`src/rtl/ysyx_22050019_axi_rd_arbiter_pkg.sv`:
```
// Shared types and constants for the AXI read-port arbiter.
// FSM state, grant encoding and AXI response codes.
package ysyx_22050019_axi_rd_arbiter_pkg;

   typedef enum logic [1:0] {
      ST_IDLE = 2'd0,
      ST_ADDR = 2'd1,
      ST_DATA = 2'd2
   } state_e;

   typedef enum logic [1:0] {
      GNT_NONE = 2'd0,
      GNT_IFU  = 2'd1,
      GNT_LSU  = 2'd2
   } gnt_e;

   localparam logic [1:0] OKAY   = 2'b00;
   localparam logic [1:0] SLVERR = 2'b10;

endpackage

```
`src/rtl/ysyx_22050019_axi_rd_arbiter_rr_arb2.sv`:
```
// Two-input round-robin picker, purely combinational.
// req[0]=IFU, req[1]=LSU; last=1 means LSU won last; gnt is one-hot.
module ysyx_22050019_rr_arb2 (
   input  logic [1:0] req,
   input  logic       last,
   input  logic       en,
   output logic [1:0] gnt
);

   always_comb begin
      gnt = 2'b00;
      if (en) begin
         if (req == 2'b11) begin
            // Contention: favour whoever did not win last time
            gnt = last ? 2'b01 : 2'b10;
         end else begin
            gnt = req;
         end
      end
   end

endmodule

```
`src/rtl/ysyx_22050019_axi_rd_arbiter.sv`:
```
// Shares one AXI read port between IFU and LSU, one transaction at a time.
// Ports: IFU/LSU AR+R slave sides, lsu_wr_busy, and the AR+R master side.
module ysyx_22050019_axi_rd_arbiter #(
   parameter int ADDR_W = 64,
   parameter int DATA_W = 64
) (
   input  logic              clk,
   input  logic              rst,
   input  logic              ifu_ar_valid,
   output logic              ifu_ar_ready,
   input  logic [ADDR_W-1:0] ifu_ar_addr,
   output logic              ifu_r_valid,
   input  logic              ifu_r_ready,
   output logic [DATA_W-1:0] ifu_r_data,
   output logic [1:0]        ifu_r_resp,
   input  logic              lsu_ar_valid,
   output logic              lsu_ar_ready,
   input  logic [ADDR_W-1:0] lsu_ar_addr,
   output logic              lsu_r_valid,
   input  logic              lsu_r_ready,
   output logic [DATA_W-1:0] lsu_r_data,
   output logic [1:0]        lsu_r_resp,
   input  logic              lsu_wr_busy,
   output logic              s_ar_valid,
   input  logic              s_ar_ready,
   output logic [ADDR_W-1:0] s_ar_addr,
   input  logic              s_r_valid,
   output logic              s_r_ready,
   input  logic [DATA_W-1:0] s_r_data,
   input  logic [1:0]        s_r_resp
);
   import ysyx_22050019_axi_rd_arbiter_pkg::*;

   state_e            state_q, state_d;
   gnt_e              gnt_q;
   logic              last_lsu_q;
   logic [ADDR_W-1:0] addr_q;
   logic [1:0]        pick;
   logic              r_done;

   // A pending store blocks LSU loads so they cannot overtake it
   ysyx_22050019_rr_arb2 u_arb (
      .req  ({lsu_ar_valid & ~lsu_wr_busy, ifu_ar_valid}),
      .last (last_lsu_q),
      .en   (state_q == ST_IDLE),
      .gnt  (pick)
   );

   assign r_done = (state_q == ST_DATA) && s_r_valid && s_r_ready;

   always_ff @(posedge clk) begin
      if (rst) state_q <= ST_IDLE;
      else     state_q <= state_d;
   end

   always_comb begin
      state_d      = state_q;
      ifu_ar_ready = 1'b0;
      lsu_ar_ready = 1'b0;
      s_ar_valid   = 1'b0;
      s_ar_addr    = '0;
      s_r_ready    = 1'b0;
      ifu_r_valid  = 1'b0;
      ifu_r_data   = '0;
      ifu_r_resp   = 2'b00;
      lsu_r_valid  = 1'b0;
      lsu_r_data   = '0;
      lsu_r_resp   = 2'b00;
      unique case (state_q)
         ST_IDLE: begin
            ifu_ar_ready = pick[0];
            lsu_ar_ready = pick[1];
            if (|pick) state_d = ST_ADDR;
         end
         ST_ADDR: begin
            s_ar_valid = 1'b1;
            s_ar_addr  = addr_q;
            if (s_ar_ready) state_d = ST_DATA;
         end
         ST_DATA: begin
            if (gnt_q == GNT_IFU) begin
               s_r_ready   = ifu_r_ready;
               ifu_r_valid = s_r_valid;
               ifu_r_data  = s_r_data;
               ifu_r_resp  = s_r_resp;
            end else if (gnt_q == GNT_LSU) begin
               s_r_ready   = lsu_r_ready;
               lsu_r_valid = s_r_valid;
               lsu_r_data  = s_r_data;
               lsu_r_resp  = s_r_resp;
            end
            if (s_r_valid && s_r_ready) state_d = ST_IDLE;
         end
         default: state_d = ST_IDLE;
      endcase
   end

   always_ff @(posedge clk) begin
      if (rst) begin
         gnt_q      <= GNT_NONE;
         last_lsu_q <= 1'b0;
         addr_q     <= '0;
      end else begin
         if (|pick) begin
            gnt_q  <= pick[1] ? GNT_LSU : GNT_IFU;
            addr_q <= pick[1] ? lsu_ar_addr : ifu_ar_addr;
         end
         if (r_done) begin
            last_lsu_q <= (gnt_q == GNT_LSU);
            gnt_q      <= GNT_NONE;
         end
      end
   end

endmodule

```
`config.mk`:
```
export PLATFORM = sky130hd
export DESIGN_NAME = ysyx_22050019_axi_rd_arbiter
export DESIGN_NICKNAME = d
export VERILOG_FILES = /design/src/rtl/ysyx_22050019_axi_rd_arbiter_pkg.sv /design/src/rtl/ysyx_22050019_axi_rd_arbiter_rr_arb2.sv /design/src/rtl/ysyx_22050019_axi_rd_arbiter.sv
export SDC_FILE = /design/constraint.sdc
export NUM_CORES = 1
export LEC_CHECK = 0
export BUFFER_PORTS_ARGS = -buffer_cell sky130_fd_sc_hd__buf_2
export CAP_MARGIN = 15
export CELL_PAD_IN_SITES_DETAIL_PLACEMENT = 1
export CELL_PAD_IN_SITES_GLOBAL_PLACEMENT = 2
export CORE_AREA = 2 2 155 157
export CTS_CLUSTER_DIAMETER = 200
export DETAILED_ROUTE_END_ITERATION = 12
export DIE_AREA = 0 0 157 159
export GPL_ROUTABILITY_DRIVEN = 0
export PLACE_DENSITY_LB_ADDON = 0.1
export RECOVER_POWER = 50
export SYNTH_ARGS = -nofsm -noshare
export SYNTH_HDL_FRONTEND = slang
export SYNTH_SLANG_ARGS = --single-unit
```
`constraint.sdc`:
```
create_clock -name clk -period 2.1 [get_ports clk]
set_input_delay 0.42 -clock clk [delete_from_list [all_inputs] [get_ports clk]]
set_output_delay 0.42 -clock clk [all_outputs]
set_load 0.01 [all_outputs]
```
# Yosys cells after proc, flatten, opt, wreduce, memory -nomap -nowiden
# Cells that the tools add are included.
# op_classes
bitwise_logic,2
n_reduce_logical,7
mux,32
eq_ne,8
# op_table
operator,count
two-way mux 64 bit,7
two-way mux 2 bit,12
two-way mux 1 bit,12
"equality test 2 bit, second input constant",3
case mux 2 bit (3 select lines),1
"equality test 2 x 1 -> 1 bit, second input constant",2
"inequality test 2 bit, second input constant",2
OR reduction 2 bit,2
logical AND 1 bit,3
AND reduction 3 bit,1
zero test 2 bit,1
"inequality test 2 x 1 -> 1 bit, second input constant",1
bitwise AND 1 bit,1
inverter 1 bit,1
# totals
out_inout_bits,202
input_bits,203
word_cells,53
ff_bits,69

# Depth between registers and ports, before layout
# Gate-level depths: netlist of the first run.
# depth
ltp_word,8
ltp_mapped,6
depth_no_buf,5

# By module
# A second synthesis of the first run with hierarchy kept.
# hier_totals
cells_unflattened,537
area_unflattened_um2,4737.0
# modules_own_cells
mod,instances,area_per_inst_um2,cells_each,seq_area_each_um2
ysyx_22050019_axi_rd_arbiter,1,4715.8,532,1381.3
ysyx_22050019_rr_arb2,1,21.3,5,0.0

# Worst setup path before layout of the first run
# No wires, ideal clock.
# synth_path
path_kind,register to output
from,register state_q[1]
to,output lsu_r_data[23]
path_slack_ns,0.511
path_buffers,2
t_arrival_ns,1.169
required_time_ns,1.680
stages_incl_launch_ff,6
path_cell_list,dfxtp_1 nand2b_1 nor2_1 buf_2 buf_2 and2_1
# synth_via
elab_chain_cells,2
# synth_lines
element,line_no,source
from (decl),ysyx_22050019_axi_rd_arbiter.sv:34,"state_e state_q, state_d;"
from (signal assigned),ysyx_22050019_axi_rd_arbiter.sv:53,else state_q <= state_d;
equality test 2 bit,ysyx_22050019_axi_rd_arbiter.sv:69,unique case (state_q)
two-way mux 64 bit,ysyx_22050019_axi_rd_arbiter.sv:69,
to (decl),ysyx_22050019_axi_rd_arbiter.sv:21,"output logic [DATA_W-1:0] lsu_r_data,"
# Every way passes these cells.

# Worst setup path in the final report of the first run
# layout_path
from,register state_q[0]
to,output lsu_r_data[20]
# The elaborated chain is that of the path after synthesis.

==> summary.txt, run 1 <==
Run status
  – Status: complete, no violations

Logic synthesis
  – Most frequently used cell type in the post-synthesis netlist: sky130_fd_sc_hd__and2_1
  – Mean Syn Cell Area: 8.19 um^2
  – Proportion of synthesized flip-flops having asynchronous set or reset: 0
  – Number of distinct library cells after synthesis: 32
  – Net count of the mapped netlist: approximately 770
  – Post-Synthesis Cells: 564
  – Mapped cell area: 0.00462 mm^2
  – Synth Flop Type: sky130_fd_sc_hd__dfxtp_1
  – Top area cells in the synthesized netlist: sky130_fd_sc_hd__dfxtp_1, sky130_fd_sc_hd__and2_1, sky130_fd_sc_hd__a211oi_2
  – Fraction of synthesized cell area taken by the top area cell type: 0.299
  – Number of flops mapped to enable cells by yosys: 0
  – Register bit total from synthesis: 69
  – Sequential share of the synthesized area: 0.299
  – Count of warnings emitted by yosys: 0
  – Area leader, netlist: sky130_fd_sc_hd__dfxtp_1
  – Leading post-synthesis cells by instance count: sky130_fd_sc_hd__and2_1, sky130_fd_sc_hd__dfxtp_1, sky130_fd_sc_hd__nor2_1, sky130_fd_sc_hd__nand2_1, sky130_fd_sc_hd__a211oi_2

Drt
  – Vias: 5463
  – Routed Wire Length: 24200 um
  – Wire per inst: ~19 um
  – Routed via count divided by cell count: 4.26
  – DRC marker count from the first detailed-route iteration: 195
  – First drt pass iteration count: 4
  – DRC violations left: 0
  – Remaining number of nets flagged by the antenna check after routing: 0

Pwr
  – Leak Pwr: 3.97 nW
  – Overall power: 4.58 mW
  – Worst ir drop on vdd: 0.407 mV
  – Power Dens Cells: 611 mW/mm^2

Critical path
  – Family of cells with the greatest summed delay on the critical path: buffers and inverters
  – Crit path required time: 1.68 ns
  – List of cells traversed by the critical path: nand2b_4, nor2_4, bufbuf_16, and2_1, buf_2
  – Count of buffering cells on the critical path with inverters included: 2
  – Crit. End Element: output port
  – Worst path slowest cell: sky130_fd_sc_hd__dfxtp_2
  – Reg2Reg Capture Point: addr_q[56]
  – Critical path launch point: state_q[0]
  – Maximum fanout along the worst path: 16
  – Reg2reg setup slack: between 0.15 and 0.2 ns
  – Critical Setup Path Class: reg -> out
  – Crit path largest cell delay: 0.35 ns
  – Startpoint of the lowest-slack register-to-register path: state_q[1]
  – FF-to-FF path depth: 6
  – Startpoint kind of the worst setup timing path: flip-flop
  – Critical path arrival: 1.59 ns

CTS
  – CTS clock-pin slew for the worst setup and hold paths: about 0.070 ns
  – Clock root cell: sky130_fd_sc_hd__clkbuf_16
  – Clock tree from TritonCTS: built
  – Hold bufs inserted after CTS: 0
  – Clock network latency to the later pin of the worst-skew pair: 0.34 ns
  – CTS sink count: 69
  – CTS max path bufs: 2
  – Number of buffers created by CTS: 9
  – CTS H-tree lvls: 3

Worst hold path
  – Startpoint of the most critical hold path: lsu_ar_addr[5]
  – Type of the most critical hold path: in -> reg
  – Hold depth: 2
  – Endpoint of the worst hold path: addr_q[5]

STA
  – Worst Hold Margin: 0.293 ns
  – RSZ-0062 raised after global routing: true
  – Maximum clock frequency: 0.497 GHz
  – Shortest clock period the worst path allows after layout: 2.01 ns
  – Post-route clock skew: 0.00981 ns
  – Final setup violation count: 0
  – Final Hold Fails: 0
  – Transition time at the pin with the least slew margin: 1.06 ns
  – Worst-case setup margin in the final layout: about 0.089 ns
  – Worst max-slew margin expressed relative to the limit: 0.294
  – Number of max-slew violations in the final report: 0
  – Fraction of the cycle the final worst path needs: 0.958

Cells and area
  – Post-route non-filler standard cell count: between 1000 and 1500
  – Final-layout fill cell count: 2881
  – Growth of design area from synthesis to finish: 62.2%
  – Final net count: 1158
  – Proportion of layout cells with a drive suffix above 1: 0.530

Floorplan
  – Die outline height: 159 um
  – Number of placement rows: 56
  – Area of the core: 0.0232 mm^2
  – Die extent in x: 157 um
  – Count of pins on the block boundary: 405
  – Starting utilization of the core area: 0.199
  – Floorplan die area: 0.0250 mm^2

Placed design
  – Placed Cells incl. Taps: 1253
  – Detail Placement HPWL: approximately 18000 um
  – Setup slack after placement: 0.170 ns
  – Count of buffers from port buffering: 404

Global routing
  – Number of antenna violations at the first check in global routing: 5
  – First-pass GRT wire length: 34400 um
  – Via count of the first global-routing pass: 5632
  – All-layer global routing usage: 0.181
  – Total overflow reported by the global router: 0
  – Pin count of the biggest net entering global routing: 67

Run
  – Count of maximum capacitance violations: 0
## metal layers
layer	track usage	share of wire	vias up	routed length [um]
li1	-	-	2668	-
met1	0.206	0.41	2559	9950
met2	0.330	0.51	209	12300
met3	0.0585	0.072	23	1750
met4	0.0325	0.010	4	250
met5	0	0.0011	-	27
## state kept, by name (all words and copies together) (netlist names)
| name | flops |
|---|---|
| gnt_q | 2 |
| addr_q | 64 |
| last_lsu_q | 1 |
| state_q | 2 |
## layout by cell type (no fill, tap or decap), drive strengths merged
cell type	instances
nor3b	24
bufbuf	1
o21ai	2
a221o	24
nand3b	2
o22a	1
and2	196
nand2b	3
buf	417
diode	2
nor2	49
o31ai	1
nor3	1
bufinv	3
nor2b	3
and2b	1
o311ai	1
inv	8
dfxtp	69
clkinv	1
o41ai	1
o21a	1
clkbuf	23
nand2	42
a211oi	41
clkinvlp	1
a21oi	43
o21bai	1
## logic make-up (layout without fill, tap and decap cells)
kind of cell	count (synthesis)	count (layout)	share of synthesized area
AND/OR/NAND/NOR	321	321	0.395
AO/OA/AOI/OAI	116	116	0.239
flip-flops	69	69	0.299
buffers and inverters	58	454	0.0669
other	0	2	0
## final cells by class
type	instances	area, um^2	share of cell area
Clock inverter	7	120	0.0160
Timing Repair Buffer	432	2420	0.323
Antenna cell	2	5.00	0.000668
Sequential cell	69	1390	0.185
Clock buffer	9	225	0.0301
Inverter	6	25.0	0.00334
Tap cell	319	399	0.0533
Multi-Input combinational cell	437	2910	0.389
## metrics by stage
step | TNS (ns) | cell area [um^2] | utilization
6_report | 0 | 7490 | 0.323
5_1_grt | -0.260 | 7490 | 0.323
4_1_cts | 0 | 7470 | 0.322
3_5_place_dp | 0 | 7020 | 0.303
3_3_place_gp | 0 | 7020 | 0.303
2_1_floorplan | 0 | 4620 | -
## how the worst max path moves through the flow
stage,to,slack (ns),depth (start not counted)
2_1_floorplan,lsu_r_data[23],0.51,5
3_5_place_dp,addr_q[9],0.17,4
5_1_grt,lsu_r_data[4],-0.02,5
6_report,lsu_r_data[20],0.09,5
4_1_cts,ifu_r_data[52],0.01,5
3_3_place_gp,addr_q[5],0.14,4
## what timing repair did
item | 4_1_cts | 5_1_grt
setup endpoints to repair | 132 | 127
gates resized for setup | 8 | 9
setup buffers | 2 | 1
gates cloned | 2 | 5
pin swaps | 1 | 1
## power breakdown
group	switching [mW]	internal (mW)
Sequential	0.0720	1.47
Combinational	0.677	0.542
Clock	0.650	1.17
Total	1.40	3.18
Power figures use the tool's default switching activity.
==> run 2: changes to the inputs <==
--- a/config.mk
+++ b/config.mk
@@ -14,6 +14,7 @@
 export DETAILED_ROUTE_END_ITERATION = 12
 export DIE_AREA = 0 0 157 159
 export GPL_ROUTABILITY_DRIVEN = 0
+export GPL_TIMING_DRIVEN = 0
 export PLACE_DENSITY_LB_ADDON = 0.1
 export RECOVER_POWER = 50
 export SYNTH_ARGS = -nofsm -noshare
==> run 2 against run 1 <==
Maximum frequency rose by 0.66%. Sequential share of layout area increased by 0.32 points. Wire length fell by 2.6%. Cell area fell by 1.5%. Worst hold slack better by 0.0042 ns. Critical path depth up 1. Largest power group is now registers. Highest routed layer unchanged.
==> summary.txt, run 2 (synthesis gave the netlist of run 1 again) <==
STA
  – Shortest clock period the worst path allows after layout: 2.00 ns (-0.0133 ns)
  – Fraction of the cycle the final worst path needs: 0.951 (-0.00632)
  – Transition time at the pin with the least slew margin: 0.730 ns (-0.328 ns)
  – RSZ-0062 raised after global routing: false
  – Post-route clock skew: 0.0122 ns (+0.00240 ns)
  – Maximum clock frequency: 0.501 GHz (+0.66%)
  – Final setup violation count: 0 (unchanged)
  – Number of max-slew violations in the final report: 0 (unchanged)
  – Sum Neg Setup Slack: 0 ns (unchanged)
  – Final Hold Fails: 0 (unchanged)
  – Worst max-slew margin expressed relative to the limit: 0.513 (+0.219)

Placed design
  – Count of buffers from port buffering: 403 (-0.25%)
  – Detail Placement HPWL: 19200 um (+8.7%)

Critical path
  – Crit path largest cell delay: 0.36 ns (about the same)
  – Reg2reg setup slack: 0.33 ns (+0.14 ns)
  – Crit. End Element: output port
  – Family of cells with the greatest summed delay on the critical path: simple AND/OR/NAND/NOR gates
  – Critical path arrival: 1.58 ns (about the same)
  – Count of buffering cells on the critical path with inverters included: 3 (+1)
  – List of cells traversed by the critical path: nand2b_4, nor2_4, buf_6, buf_6, and2_1, buf_2
  – Maximum fanout along the worst path: 10 (-6)
  – CP dominant cell by count: sky130_fd_sc_hd__buf_6
  – Crit path required time: 1.68 ns (about the same)
  – Critical Setup Path Class: reg -> out
  – Worst path slowest cell: sky130_fd_sc_hd__dfxtp_4
  – Startpoint kind of the worst setup timing path: flip-flop

Worst hold path
  – Type of the most critical hold path: in -> reg

Drt
  – Routed via count divided by cell count: 4.15 (-2.7%)
  – Routed Wire Length: 23600 um (-2.6%)
  – Vias: 5430 (-0.60%)
  – First drt pass iteration count: 4 (unchanged)
  – DRC violations left: 0 (unchanged)
  – DRC marker count from the first detailed-route iteration: 153 (-22%)
  – Wire per inst: 18.0 um (-4.7%)
  – Remaining number of nets flagged by the antenna check after routing: 0 (unchanged)

Cells and area
  – Final core area utilization: 0.318 (-0.00491)
  – Regs by FF count: addr_q x64, gnt_q x2, state_q x2
  – Proportion of layout cells with a drive suffix above 1: 0.495 (-0.0353)
  – Largest Register: addr_q
  – Most common cell after layout, fill and taps aside: sky130_fd_sc_hd__buf_2
  – Final net count: 1187 (+2.5%)
  – Growth of design area from synthesis to finish: 59.7%
  – Flip-flop count of the largest register after layout: 64 (unchanged)
  – Commonest cells after routing, fill and taps aside: sky130_fd_sc_hd__buf_2, sky130_fd_sc_hd__and2_1, sky130_fd_sc_hd__dfxtp_1

CTS
  – Clock root cell: sky130_fd_sc_hd__clkbuf_16
  – Hold bufs inserted after CTS: 0 (unchanged)
  – Clock tree from TritonCTS: built
  – CTS sink count: 69 (unchanged)
  – Number of buffers created by CTS: 9 (unchanged)
  – CTS clock-pin slew for the worst setup and hold paths: 0.06 ns (about the same)
  – Clock network latency to the later pin of the worst-skew pair: 0.34 ns (about the same)
  – CTS H-tree lvls: 3 (unchanged)
  – CTS max path bufs: 2 (unchanged)

Floorplan
  – Starting utilization of the core area: 0.199 (unchanged)
  – Number of placement rows: 56 (unchanged)
  – Die outline height: 159 um (unchanged)
  – Count of pins on the block boundary: 405 (unchanged)
  – Floorplan die area: 0.0250 mm^2 (unchanged)
  – Die extent in x: 157 um (unchanged)
  – Area of the core: 0.0232 mm^2 (unchanged)

Pwr
  – Overall power: 4.29 mW (-6.4%)
  – Power Dens Cells: 581 mW/mm^2 (-4.9%)
  – Worst ir drop on vdd: 0.338 mV (-17%)
  – Leak Pwr: 3.85 nW (-3.2%)

Global routing
  – First-pass GRT wire length: 34500 um (+0.16%)
  – Pin count of the biggest net entering global routing: 13 (-81%)
  – Total overflow reported by the global router: 0 (unchanged)
  – Via count of the first global-routing pass: 5702 (+1.2%)
  – All-layer global routing usage: 0.180 (-0.000817)
  – Number of antenna violations at the first check in global routing: 4 (-1)

Run status
  – Status: complete, no violations

Run
  – Count of maximum capacitance violations: 0 (unchanged)
-- run 2: cell types whose count changed in the layout (fill, tap and decap cells not counted), sizes merged --
| cell | before | now |
|---|---|---|
| bufbuf | 1 | 0 |
| inv | 8 | 6 |
| clkinvlp | 1 | 3 |
| bufinv | 3 | 1 |
| buf | 417 | 402 |
| clkbuf | 23 | 69 |
-- run 2: final timing paths --
check | start | end | cells past startpoint
min reg2reg | addr_q[22] | addr_q[22] | 2
max reg2reg | state_q[1] | addr_q[58] | 5
min | lsu_ar_addr[8] | addr_q[8] | 2
max | state_q[0] | ifu_r_data[16] | 6
-- run 2: layout make-up --
class / count / area, um^2
inverter: 6 / 23.8
multi-input combinational: 437 / 2910
tap: 319 / 399
clock buffer: 10 / 229
fill: 2937 / 15800
sequential: 69 / 1390
timing repair buffer: 409 / 2020
buffer: 52 / 347
clock inverter: 5 / 61.3
antenna: 2 / 5.00
-- run 2: worst register-to-register path: stages (launching register included) --
cell,delay [ns]
sky130_fd_sc_hd__dfxtp_4,0.40
sky130_fd_sc_hd__nor2_1,0.10
sky130_fd_sc_hd__o21ai_1,0.35
sky130_fd_sc_hd__clkbuf_1,0.48
sky130_fd_sc_hd__a21oi_1,0.12
sky130_fd_sc_hd__a211oi_2,0.24
-- run 2: power by group --
part | switching, mW | internal [mW]
Sequential | 0.0752 | 1.47
Clock | 0.621 | 0.918
Combinational | 0.673 | 0.531
Total | 1.37 | 2.92
-- run 2: routing by layer --
metal	vias up	wire length [um]	track usage
met1	2478	9890	0.215
li1	2730	-	-
met2	207	11800	0.323
met3	13	1750	0.0536
met4	2	168	0.0254
met5	-	13	0
-- run 2: timing repair --
action                     4_1_cts  5_1_grt
buffers inserted                 0        5
cloned                           0        1
pin swaps                        0        2
resized for setup               36       20
setup endpoints to repair      197      137
-- run 2: through the flow --
| step | cell area, um^2 | setup WS [ns] | cells | hold slack (ns) |
|---|---|---|---|---|
| finish | 7380 | 0.102 | 1309 | 0.298 |
| global route | 7370 | 0.00190 | 1308 | 0.295 |
| CTS | 7410 | 0.000223 | 1301 | 0.283 |
| detailed placement | 7040 | -0.0804 | 1286 | 0.463 |
| global placement | 7040 | -0.0394 | 1286 | 0.461 |
| floorplan | 4620 | 0.511 | 564 | 0.444 |
